**src/rtl/pulse_voice_generator_if.sv**
```systemverilog
// Sequencer-to-voice bus: note/duty/envelope inputs and the sample/status outputs.
// The sequencer side uses the master modport, the voice the slave modport.
interface pulse_voice_generator_if;
    logic        i_sample_stb;
    logic [31:0] i_phase_delta;
    logic [7:0]  i_top;
    logic        i_top_valid;
    logic [8:0]  i_envelope;
    logic [15:0] o_sample;
    logic        o_sample_valid;
    logic        o_busy;
    logic        o_overrun;
    logic [31:0] o_phase;

    modport master (
        output i_sample_stb, i_phase_delta, i_top, i_top_valid, i_envelope,
        input  o_sample, o_sample_valid, o_busy, o_overrun, o_phase
    );

    modport slave (
        input  i_sample_stb, i_phase_delta, i_top, i_top_valid, i_envelope,
        output o_sample, o_sample_valid, o_busy, o_overrun, o_phase
    );
endinterface

```
**src/rtl/pulse_voice_generator.sv**
```systemverilog
// Pulse-wave voice: phase accumulator with duty threshold, envelope scaled by GAIN
// via a 9-cycle serial shift-add multiply, signed sample out with fixed latency.
module pulse_voice_generator #(
    parameter logic [6:0] GAIN = 7'd64
) (
    input  logic                     i_clk,
    input  logic                     i_rst,
    pulse_voice_generator_if.slave   io_voice
);
    typedef enum logic [1:0] {IDLE, MULT, DONE} state_t;

    state_t      r_state;
    logic [3:0]  r_bit_cnt;
    logic [8:0]  r_env;
    logic [15:0] r_mcand;
    logic [15:0] r_prod;
    logic        r_polarity;
    logic [7:0]  r_top;
    logic [31:0] r_phase;
    logic [15:0] r_sample;
    logic        r_valid;
    logic        r_busy;
    logic        r_overrun;

    always_ff @(posedge i_clk) begin
        if (i_rst) begin
            r_state    <= IDLE;
            r_bit_cnt  <= '0;
            r_env      <= '0;
            r_mcand    <= '0;
            r_prod     <= '0;
            r_polarity <= 1'b0;
            r_top      <= 8'h80;
            r_phase    <= '0;
            r_sample   <= '0;
            r_valid    <= 1'b0;
            r_busy     <= 1'b0;
            r_overrun  <= 1'b0;
        end else begin
            r_valid <= 1'b0;
            if (io_voice.i_top_valid)
                r_top <= io_voice.i_top;
            if (io_voice.i_sample_stb && (r_state != IDLE))
                r_overrun <= 1'b1;

            case (r_state)
                IDLE: begin
                    if (io_voice.i_sample_stb) begin
                        r_polarity <= (r_phase[31:24] < r_top);
                        r_env      <= io_voice.i_envelope;
                        r_mcand    <= {9'd0, GAIN};
                        r_prod     <= '0;
                        r_phase    <= r_phase + io_voice.i_phase_delta;
                        r_bit_cnt  <= '0;
                        r_busy     <= 1'b1;
                        r_state    <= MULT;
                    end
                end
                MULT: begin
                    // LSB-first: multiplicand doubles as each envelope bit is consumed
                    if (r_env[0])
                        r_prod <= r_prod + r_mcand;
                    r_env   <= r_env >> 1;
                    r_mcand <= r_mcand << 1;
                    if (r_bit_cnt == 4'd8)
                        r_state <= DONE;
                    else
                        r_bit_cnt <= r_bit_cnt + 4'd1;
                end
                DONE: begin
                    r_sample <= r_polarity ? r_prod : (~r_prod + 16'd1);
                    r_valid  <= 1'b1;
                    r_busy   <= 1'b0;
                    r_state  <= IDLE;
                end
                default: r_state <= IDLE;
            endcase
        end
    end

    assign io_voice.o_sample       = r_sample;
    assign io_voice.o_sample_valid = r_valid;
    assign io_voice.o_busy         = r_busy;
    assign io_voice.o_overrun      = r_overrun;
    assign io_voice.o_phase        = r_phase;
endmodule

```
**src/flat_wrapper.sv**
```systemverilog
// flat-port wrapper written by rule: the top's interface ports become plain ports
module pulse_voice_generator_flat 
#(
    parameter logic [6:0] GAIN = 7'd64
)
  (i_clk, i_rst, io_voice_i_sample_stb, io_voice_i_phase_delta, io_voice_i_top, io_voice_i_top_valid, io_voice_i_envelope, io_voice_o_sample, io_voice_o_sample_valid, io_voice_o_busy, io_voice_o_overrun, io_voice_o_phase);
  pulse_voice_generator_if io_voice_i ();
  input  logic i_clk;
  input  logic i_rst;
  input wire logic [$bits(io_voice_i.i_sample_stb)-1:0] io_voice_i_sample_stb;
  input wire logic [$bits(io_voice_i.i_phase_delta)-1:0] io_voice_i_phase_delta;
  input wire logic [$bits(io_voice_i.i_top)-1:0] io_voice_i_top;
  input wire logic [$bits(io_voice_i.i_top_valid)-1:0] io_voice_i_top_valid;
  input wire logic [$bits(io_voice_i.i_envelope)-1:0] io_voice_i_envelope;
  output wire logic [$bits(io_voice_i.o_sample)-1:0] io_voice_o_sample;
  output wire logic [$bits(io_voice_i.o_sample_valid)-1:0] io_voice_o_sample_valid;
  output wire logic [$bits(io_voice_i.o_busy)-1:0] io_voice_o_busy;
  output wire logic [$bits(io_voice_i.o_overrun)-1:0] io_voice_o_overrun;
  output wire logic [$bits(io_voice_i.o_phase)-1:0] io_voice_o_phase;
  assign io_voice_i.i_sample_stb = io_voice_i_sample_stb;
  assign io_voice_i.i_phase_delta = io_voice_i_phase_delta;
  assign io_voice_i.i_top = io_voice_i_top;
  assign io_voice_i.i_top_valid = io_voice_i_top_valid;
  assign io_voice_i.i_envelope = io_voice_i_envelope;
  assign io_voice_o_sample = io_voice_i.o_sample;
  assign io_voice_o_sample_valid = io_voice_i.o_sample_valid;
  assign io_voice_o_busy = io_voice_i.o_busy;
  assign io_voice_o_overrun = io_voice_i.o_overrun;
  assign io_voice_o_phase = io_voice_i.o_phase;
  pulse_voice_generator #(.GAIN(GAIN)) u_core (.i_clk(i_clk), .i_rst(i_rst), .io_voice(io_voice_i));
endmodule
```
**config.mk**
```make
export PLATFORM = sky130hd
export DESIGN_NAME = pulse_voice_generator_flat
export DESIGN_NICKNAME = d
export VERILOG_FILES = /design/src/rtl/pulse_voice_generator_if.sv /design/src/rtl/pulse_voice_generator.sv /design/src/flat_wrapper.sv
export SDC_FILE = /design/constraint.sdc
export NUM_CORES = 1
export LEC_CHECK = 0
export BUFFER_PORTS_ARGS = -buffer_cell sky130_fd_sc_hd__buf_2
export CORE_ASPECT_RATIO = 0.6
export CORE_MARGIN = 4
export CORE_UTILIZATION = 60
export CTS_BUF_LIST = sky130_fd_sc_hd__clkbuf_2
export CTS_CLUSTER_SIZE = 14
export DETAILED_ROUTE_END_ITERATION = 7
export GPL_ROUTABILITY_DRIVEN = 0
export PLACE_DENSITY = 0.85
export SLEW_MARGIN = 15
export SYNTH_ARGS = -nofsm -noshare
export SYNTH_HDL_FRONTEND = slang
export SYNTH_SLANG_ARGS = --single-unit
```
**constraint.sdc**
```tcl
create_clock -name i_clk -period 4.7 [get_ports i_clk]
set_input_delay 0.47 -clock i_clk [delete_from_list [all_inputs] [get_ports i_clk]]
set_output_delay 0.47 -clock i_clk [all_outputs]
set_load 0.005 [all_outputs]
```
Word-level counts from Yosys, hierarchy flattened. Index checks and enable logic that the tools add are counted.

$add $sub $neg: 4. $lt $le $gt $ge: 1. Equality and inequality tests: 7. Multiplexer cells: 17. Bitwise operators: 1. Reduce and logical (&&, ||, !) cells: 11.

Operators by type and width (number): 2-to-1 mux 16 bit (4); one-hot mux 16 bit (2 select lines) (2); adder 32 bit (1); one-hot mux 9 bit (2 select lines) (1); adder 16 x 1 -> 16 bit (second input constant) (1); adder 16 bit (1); NOT 16 bit (1); 2-to-1 mux 9 bit (1); < comparator 8 bit (1); 2-to-1 mux 4 bit (2); one-hot mux 4 bit (2 select lines) (1); AND reduction 2 bit (4); AND reduction 3 bit (2); nonzero test 2 bit (3); adder 4 x 1 -> 4 bit (second input constant) (1); equality test 4 bit (second input constant) (1); 2-to-1 mux 2 bit (2); inequality test 2 x 1 -> 1 bit (second input constant) (2); inequality test 2 bit (second input constant) (2); one-hot mux 2 bit (2 select lines) (1); equality test 2 x 1 -> 1 bit (second input constant) (1); equality test 2 bit (second input constant) (1); logical NOT 2 bit (1); 2-to-1 mux 1 bit (2); other kinds (2) (2).

Register bits after elaboration: 107. Input bits: 53. Output and inout port bits: 51. Logic and storage cells: 53.

Longest topological paths before layout. Gate-level depths: netlist (run 1).

Word-level depth: 3. Mapped depth: 10. Mapped depth without buffers: 10.

Worst setup path after synthesis (run 1). No wires, ideal clock.

Path type: input to register. Start: input io_voice_i_phase_delta[18]. End: register u_core.r_phase[31], in the netlist u_core.io_voice.o_phase[31]. Library setup time: 0.067 ns. Arrival: 2.363 ns. Required time: 4.633 ns. Setup slack: 2.270 ns. Stages on the path: 9. Buffers on the path: 1. Path through: ha_1 buf_6 and2_4 a221o_1 a31oi_4 o221ai_2 or3_1 a21o_1 a21oi_2.

Word-level cells in the longest chain between the ends: 1.

RTL lines: start, declared (RTL line flat_wrapper.sv:11) `input wire logic [$bits(io_voice_i.i_phase_delta)-1:0] io_voice_i_phase_delta;`; adder 32 bit (RTL line pulse_voice_generator.sv:53) `r_phase <= r_phase + io_voice.i_phase_delta;`; end signal, assigned (RTL line pulse_voice_generator.sv:53); end, declared (RTL line pulse_voice_generator.sv:19) `logic [31:0] r_phase;`.

No other way between the ends. A chain may end at the register's enable or synchronous reset.

Worst setup path after layout (run 1).
Start: register u_core.r_phase[0], in the netlist u_core.io_voice.o_phase[0]. End: register u_core.r_phase[30], in the netlist u_core.io_voice.o_phase[30].

Word-level cells in the longest chain between the ends: 1.

RTL lines (RTL line): adder 32 bit (pulse_voice_generator.sv:53).

No other way between the ends.

==> summary.md, run 1 <==
| Metric | Value |
|---|---|
| Grt ovf | `0` |
| WL final | `14.76 mm` |
| Setup CP Type | `register to register` |
| Hold Fails Final Rpt | `0` |
| Final instance area | `approximately 0.0063 mm2` |
| Synth top cells by count | `89 x dfxtp_1, 78 x a21oi_1, 73 x nand2_1` |
| Critical path cell sequence | `ha_1, fa_1, a21oi_1, o211ai_1, o21ai_2, a2111oi_2, o21ai_0, a21o_1, a32o_1` |
| Post-place instance area | `~0.0062 mm2` |
| Clk_skew | `between 20 and 30 ps` |
| I/O Pins | `104` |
| GRT Total Usage | `between 20% and 30%` |
| First-pass GRT wire length | `24.29 mm` |
| Cell with the most instances after synthesis | `dfxtp_1` |
| Clock sink total | `89` |
| Top cell type's share of synthesized area | `between 30% and 40%` |
| Crit-path max FO | `4` |
| Ys async rst share | `0%` |
| Vias in the first global route | `just over 5000` |
| Max cap viols | `0` |
| Ys Warns | `0` |
| PortBufs | `a little under 100` |
| Largest net degree at the start of global routing | `80` |
| Distinct cells, synth | `67` |
| Placement Rows | `27` |
| TritonCTS Buffers | `9` |
| Layout Cells excl Fill | `just over 900` |
| Via count | `5449` |
| Setup violators final | `0` |
| Pwr dens | `290.1 mW/mm2` |
| Drt drc | `0` |
| Core ar. | `0.009155 mm2` |
| Critical Path Sink Type | `register` |
| CTS tree | `built` |
| Synth Flop Type | `dfxtp_1` |
| Crit path largest cell delay | `around 550 ps` |
| Starting DRT DRC Count | `about 560` |
| Starting Density | `61.61%` |
| Proportion of layout cells with a drive suffix above 1 | `between 10% and 20%` |
| Clk buf depth | `2` |
| Worst Max-Slew Pin Slew | `1090 ps` |
| Tmin final | `around 2600 ps` |
| Slew Limit Fails | `0` |
| Synth area leader | `dfxtp_1` |
| Initial DRT Pass Iterations | `5` |
| Synthesized area | `roughly 0.0056 mm2` |
| Synthesis-to-finish area growth | `11.22%` |
| Post-DP HPWL | `11.23 mm` |
| Wire per inst | `roughly 16 um` |
| Antenna Violating Nets Remaining | `0` |
| Worst EP required | `roughly 5200 ps` |
| Via density | `about 6.0` |
| Post-synth EDFFs | `0` |
| Pre-CTS setup slack | `roughly 1900 ps` |
| Leakage power | `2.739 nW` |
| Crit path max-delay cell type | `a2111oi_2` |
| Nets | `just under 900` |
| Number of H-tree levels | `3` |
| Seq/Total Area, Yosys | `between 30% and 40%` |
| Top delay family on crit path | `compound AO/OA/AOI/OAI gates` |
| Die Width | `133.2 um` |
| Post-cts sizing count | `0` |
| Initial antenna violation count | `1` |
| Placed insts | `approximately 890` |
| Root Buffer | `clkbuf_2` |
| Worst setup SP type | `register` |
| Synth Area per Inst | `approximately 8.2 um2` |
| Maximum vdd drop | `0.1778 mV` |
| Seq cells post-synth | `slightly below 90` |
| Filler cell count in the final layout | `just under 800` |
| RSZ-0062 raised after global routing | `false` |
| Cts hold-fix bufs | `0` |
| Period utilization | `56.37%` |
| Register area | `between 0.0015 and 0.002 mm2` |
| Multi-input gate area | `roughly 0.0036 mm2` |
| Outcome | `finished, final reports clean` |
| Normalized max-slew margin | `27.07%` |
| CP arrival | `around 3200 ps` |
| Die Y | `approximately 83 um` |
| CTS clk-pin slew, worst paths | `240 ps` |
| Number of post-CTS setup repair buffers | `0` |
| Ranking of synthesized cells by area | `dfxtp_1 32%, ha_1 11%, a21oi_1 6.9%, nand2_1 4.9%, nor2_1 4.1%` |
| Post-route setup TNS | `0 ps` |
| Post-route setup slack | `just over 2000 ps` |
| Hold crit path type | `input port to register` |
| CP bufs+invs | `0` |
| Fmax | `about 0.38 GHz` |
| Die area | `0.01107 mm2` |
| Mapped Cells | `between 600 and 700` |
| Clk_lat worst skew | `570 ps` |
-- metrics by stage --
| step | util (%) | hold WS, ps | power, W |
|---|---|---|---|
| final | 68.53 | 101.2 | 0.001820 |
| after global routing | 68.53 | 50.83 | 0.001941 |
| after CTS | 68.42 | 54.90 | 0.001822 |
| after detailed placement | 67.28 | 448.4 | 0.001443 |
| after global placement | 67.28 | 443.8 | 0.001417 |
| after floorplan | - | 436.0 | 0.001286 |
-- routing by layer --
metal | track usage (%) | up-vias | part of all wire [%]
met5 | 0 | - | 0
met4 | 6.536 | 0 | 1.2
met3 | 7.869 | 28 | 10
met2 | 40.42 | 266 | 42
met1 | 36.66 | 2516 | 47
li1 | - | 2639 | -
-- worst paths after layout --
check / slack [ps] / cells past startpoint / endpoint / start
setup / recovery: 2050 / 9 / u_core.io_voice.o_phase[30] / u_core.io_voice.o_phase[0]
hold / removal: 100 / 3 / u_core.r_top[7] / io_voice_i_top[7]
setup reg to reg: 2050 / 9 / u_core.io_voice.o_phase[30] / u_core.io_voice.o_phase[0]
hold reg to reg: 470 / 2 / u_core.r_env[1] / u_core.r_env[1]
-- sequential cells by signal, summed over array words and instances, names as in the netlist, 2 cells and up --
register / cells
u_core.io_voice.o_phase: 32
u_core.io_voice.o_sample: 10
u_core.r_mcand: 10
u_core.r_prod: 10
u_core.r_env: 9
u_core.r_top: 8
u_core.r_bit_cnt: 4
u_core.r_state: 2
-- area by class of cell --
cell class                 count  area share (%)
clock buffer                  12          0.9573
inverter                      28           1.675
sequential                    89           28.40
antenna                        3          0.1197
clock inverter                 4          0.6980
multi-input combinational    537           57.22
tap                          130           2.593
timing repair buffer         102           8.337
-- cells by family (layout without fill, tap and decap cells) --
logic type | after synthesis | in the layout | synth area share [%]
AO/OA/AOI/OAI | 220 | 220 | 27.02
AND/OR/NAND/NOR | 215 | 215 | 17.32
flip-flops | 89 | 89 | 31.59
buffers and inverters | 67 | 146 | 5.146
adder cells (fa/ha/maj) | 52 | 52 | 11.80
XOR/XNOR | 34 | 34 | 5.279
multiplexers | 10 | 10 | 1.775
other | 1 | 9 | 0.06648
-- cell usage in the layout (no fill, tap or decap), types with 5 or more instances in the layout --
cell | synthesis | final
buf_4 | 6 | 5
nand2_1 | 73 | 73
nand3_1 | 25 | 25
o211ai_1 | 6 | 6
clkbuf_2 | 0 | 12
nand4_1 | 6 | 6
and2_1 | 5 | 5
ha_1 | 50 | 50
o21a_1 | 5 | 5
xor2_1 | 11 | 11
mux2i_1 | 10 | 10
conb_1 | 1 | 6
a21oi_1 | 78 | 78
xnor2_1 | 23 | 23
a21o_1 | 18 | 18
dfxtp_1 | 89 | 89
buf_2 | 1 | 97
a22oi_1 | 15 | 15
o21ai_0 | 31 | 31
nor2_1 | 61 | 61
or3_1 | 6 | 6
inv_1 | 28 | 28
a22o_1 | 8 | 8
nor3_1 | 14 | 14
a211oi_1 | 16 | 16
-- worst reg2reg max path: cells and delay by family, from the launching register on --
kind / cells / cell delay, ps
AO/OA/AOI/OAI: 7 / 1750
adder cells (fa/ha/maj): 2 / 450
flip-flops: 1 / 400
-- where the power goes --
part	total (W)	internal, W	switching [W]
combinational	0.000591	0.000246	0.000345
sequential	0.000854	0.000806	0.0000483
clock	0.000375	0.000126	0.000249
Power figures use the tool's default switching activity.
==> run 2: changes to the inputs <==
--- a/config.mk
+++ b/config.mk
@@ -8,12 +8,12 @@
 export BUFFER_PORTS_ARGS = -buffer_cell sky130_fd_sc_hd__buf_2
 export CORE_ASPECT_RATIO = 0.6
 export CORE_MARGIN = 4
-export CORE_UTILIZATION = 60
+export CORE_UTILIZATION = 53
 export CTS_BUF_LIST = sky130_fd_sc_hd__clkbuf_2
 export CTS_CLUSTER_SIZE = 14
 export DETAILED_ROUTE_END_ITERATION = 7
 export GPL_ROUTABILITY_DRIVEN = 0
-export PLACE_DENSITY = 0.85
+export PLACE_DENSITY = 0.8
 export SLEW_MARGIN = 15
 export SYNTH_ARGS = -nofsm -noshare
 export SYNTH_HDL_FRONTEND = slang
==> constraint.sdc (replaced) <==
create_clock -name i_clk -period 2.1 [get_ports i_clk]
set_input_delay 0.21 -clock i_clk [delete_from_list [all_inputs] [get_ports i_clk]]
set_output_delay 0.21 -clock i_clk [all_outputs]
set_load 0.005 [all_outputs]
==> run 2 against run 1 <==
Against the previous run:
- final cell count grew 18%
- cell area grew 31%
- clock-buffer cell count shrank 3
- combinational power grew to 3.6 times the previous value
- global-route usage grew 3.2 points
- the run now ends with negative setup slack left
- fmax grew 4.9%
- flip-flop and latch count is the same
==> summary.md, run 2 (synthesized netlist as in run 1, its figures left out) <==
| Metric | Value |
|---|---|
| Hold Fails Final Rpt | `0` |
| Pre-CTS setup slack | `-350.8 ps` |
| Wire per inst | `18.39 um` |
| Period utilization | `120.3%` |
| CTS clk-pin slew, worst paths | `between 200 and 300 ps` |
| Core ar. | `a little over 0.01 mm2` |
| WHS Path Cells | `3` |
| Synthesis-to-finish area growth | `45.56%` |
| RSZ-0062 raised after global routing | `true` |
| CTS tree | `built` |
| Post-DP HPWL | `around 13 mm` |
| GRT Total Usage | `29.59%` |
| Proportion of layout cells with a drive suffix above 1 | `between 30% and 40%` |
| CP bufs+invs | `1` |
| Outcome | `complete, but fails checks` |
| Drt drc | `0` |
| Setup violators final | `22` |
| First-pass GRT wire length | `~30 mm` |
| Crit path largest cell delay | `500 ps` |
| Hold path start | `io_voice_i_top_valid` |
| Worst EP required | `about 2600 ps` |
| Placement Rows | `28` |
| Hold crit path type | `input port to register` |
| Most frequent cells in the layout | `128 x buf_4, 97 x buf_2, 70 x nand2_1` |
| Worst R2R End | `u_core.io_voice.o_phase[29]` |
| Pwr dens | `about 600 mW/mm2` |
| Slew Limit Fails | `0` |
| Largest net degree at the start of global routing | `42` |
| Critical Path Sink Type | `register` |
| Max cap viols | `0` |
| Initial DRT Pass Iterations | `6` |
| Die Y | `87.91 um` |
| Layout Cells excl Fill | `between 1000 and 1500` |
| Via count | `6415` |
| Number of diodes | `0` |
| Reg2Reg Depth | `9` |
| Final instance area | `between 0.008 and 0.009 mm2` |
| Clk_skew | `roughly 21 ps` |
| Placed insts | `roughly 1000` |
| WL final | `approximately 20 mm` |
| Clk_lat worst skew | `between 500 and 600 ps` |
| Reg2reg setup slack | `-430 ps` |
| Die area | `about 0.012 mm2` |
| Post-route setup slack | `-426.2 ps` |
| I/O Pins | `around 100` |
| Nets | `around 1000` |
| Normalized max-slew margin | `a little under a fifth` |
| Initial antenna violation count | `0` |
| Worst hold slack | `66.24 ps` |
| Top delay family on crit path | `compound AO/OA/AOI/OAI gates` |
| Worst Max-Slew Pin Slew | `between 1000 and 1500 ps` |
| Starting DRT DRC Count | `791` |
| Clock sink total | `between 80 and 90` |
| Antenna Violating Nets Remaining | `0` |
| Vias in the first global route | `6087` |
| Failing checks | `negative setup slack` |
| Crit-path max FO | `4` |
| Worst setup SP type | `register` |
| PortBufs | `97` |
| Hold endpoint | `u_core.r_top[5]` |
| Reg-to-Reg Start | `u_core.io_voice.o_phase[2]` |
| Fmax | `0.3959 GHz` |
| Leakage power | `around 3.6 nW` |
| Crit path max-delay cell type | `o41a_4` |
| Critical path cell sequence | `ha_4, o211ai_1, o211a_1, o41a_4, a21boi_4, buf_4, o21a_1, o21ai_1, a32o_1` |
| Grt ovf | `0` |
| Starting Density | `55.71%` |
| Post-place instance area | `slightly above 0.007 mm2` |
| Max reg flops | `32` |
| Layout Utilization | `81.09%` |
| Number of H-tree levels | `3` |
| Die Width | `141.2 um` |
| Setup CP Type | `register to register` |
| Tmin final | `2526 ps` |
| Most common cell after layout, fill and taps aside | `buf_4` |
| Maximum vdd drop | `0.4280 mV` |
| CP arrival | `about 3000 ps` |
| Root Buffer | `clkbuf_2` |
| Clk buf depth | `2` |
| TritonCTS Buffers | `9` |
| Via density | `around 6.0` |
[run 2: stage by stage]
step / setup TNS [ps] / total power [W]
after floorplan: -453.8 / 0.002939
after global placement: -2672 / 0.003575
after detailed placement: -3870 / 0.003657
after CTS: -3315 / 0.004830
after global routing: -6586 / 0.005272
final: -5095 / 0.005029
[run 2: worst max-delay path by stage]
stage / from / end / slack (ps) / cells past startpoint
after floorplan: u_core.io_voice.o_phase[16] / u_core.io_voice.o_phase[29] / -120 / 8
after global placement: u_core.io_voice.o_phase[0] / u_core.io_voice.o_phase[28] / -320 / 10
after detailed placement: u_core.io_voice.o_phase[0] / u_core.io_voice.o_phase[28] / -350 / 10
after CTS: u_core.io_voice.o_phase[0] / u_core.io_voice.o_phase[18] / -270 / 11
after global routing: u_core.io_voice.o_phase[4] / u_core.io_voice.o_phase[25] / -440 / 8
final: u_core.io_voice.o_phase[2] / u_core.io_voice.o_phase[29] / -430 / 9
[run 2: final cells by class]
cell class,count,area (um2)
fill,605,1914
timing repair buffer,260,1817
tap,135,168.9
clock buffer,9,45.04
clock inverter,7,95.09
inverter,28,105.1
multi-input combinational,537,4168
sequential,89,1812
[run 2: per-layer routing]
metal	track usage (%)	up-vias	share of wire (%)
met3	6.765	59	9.3
met4	7.828	0	2.4
met1	39.51	3010	42
met2	48.86	395	46
met5	0	-	0
li1	-	2951	-
[run 2: worst min-delay path: cells and delay by family]
family	cells	cell delay [ps]
buffers and inverters	1	190
multiplexers	1	170
AND/OR/NAND/NOR	1	60
[run 2: timing repair]
action | in CTS | in global routing
setup buffers | 18 | 16
hold buffers | 18 | 1
pin swaps | 35 | 39
endpoints found under the hold margin | 18 | 1
resized for setup | 64 | 57
setup endpoints to repair | 22 | 30
[run 2: power breakdown]
group	switching [W]	leakage, nW	internal, W
clock network	0.000626	0.0835	0.000395
registers	0.0000991	0.736	0.00181
logic	0.00108	2.76	0.00102
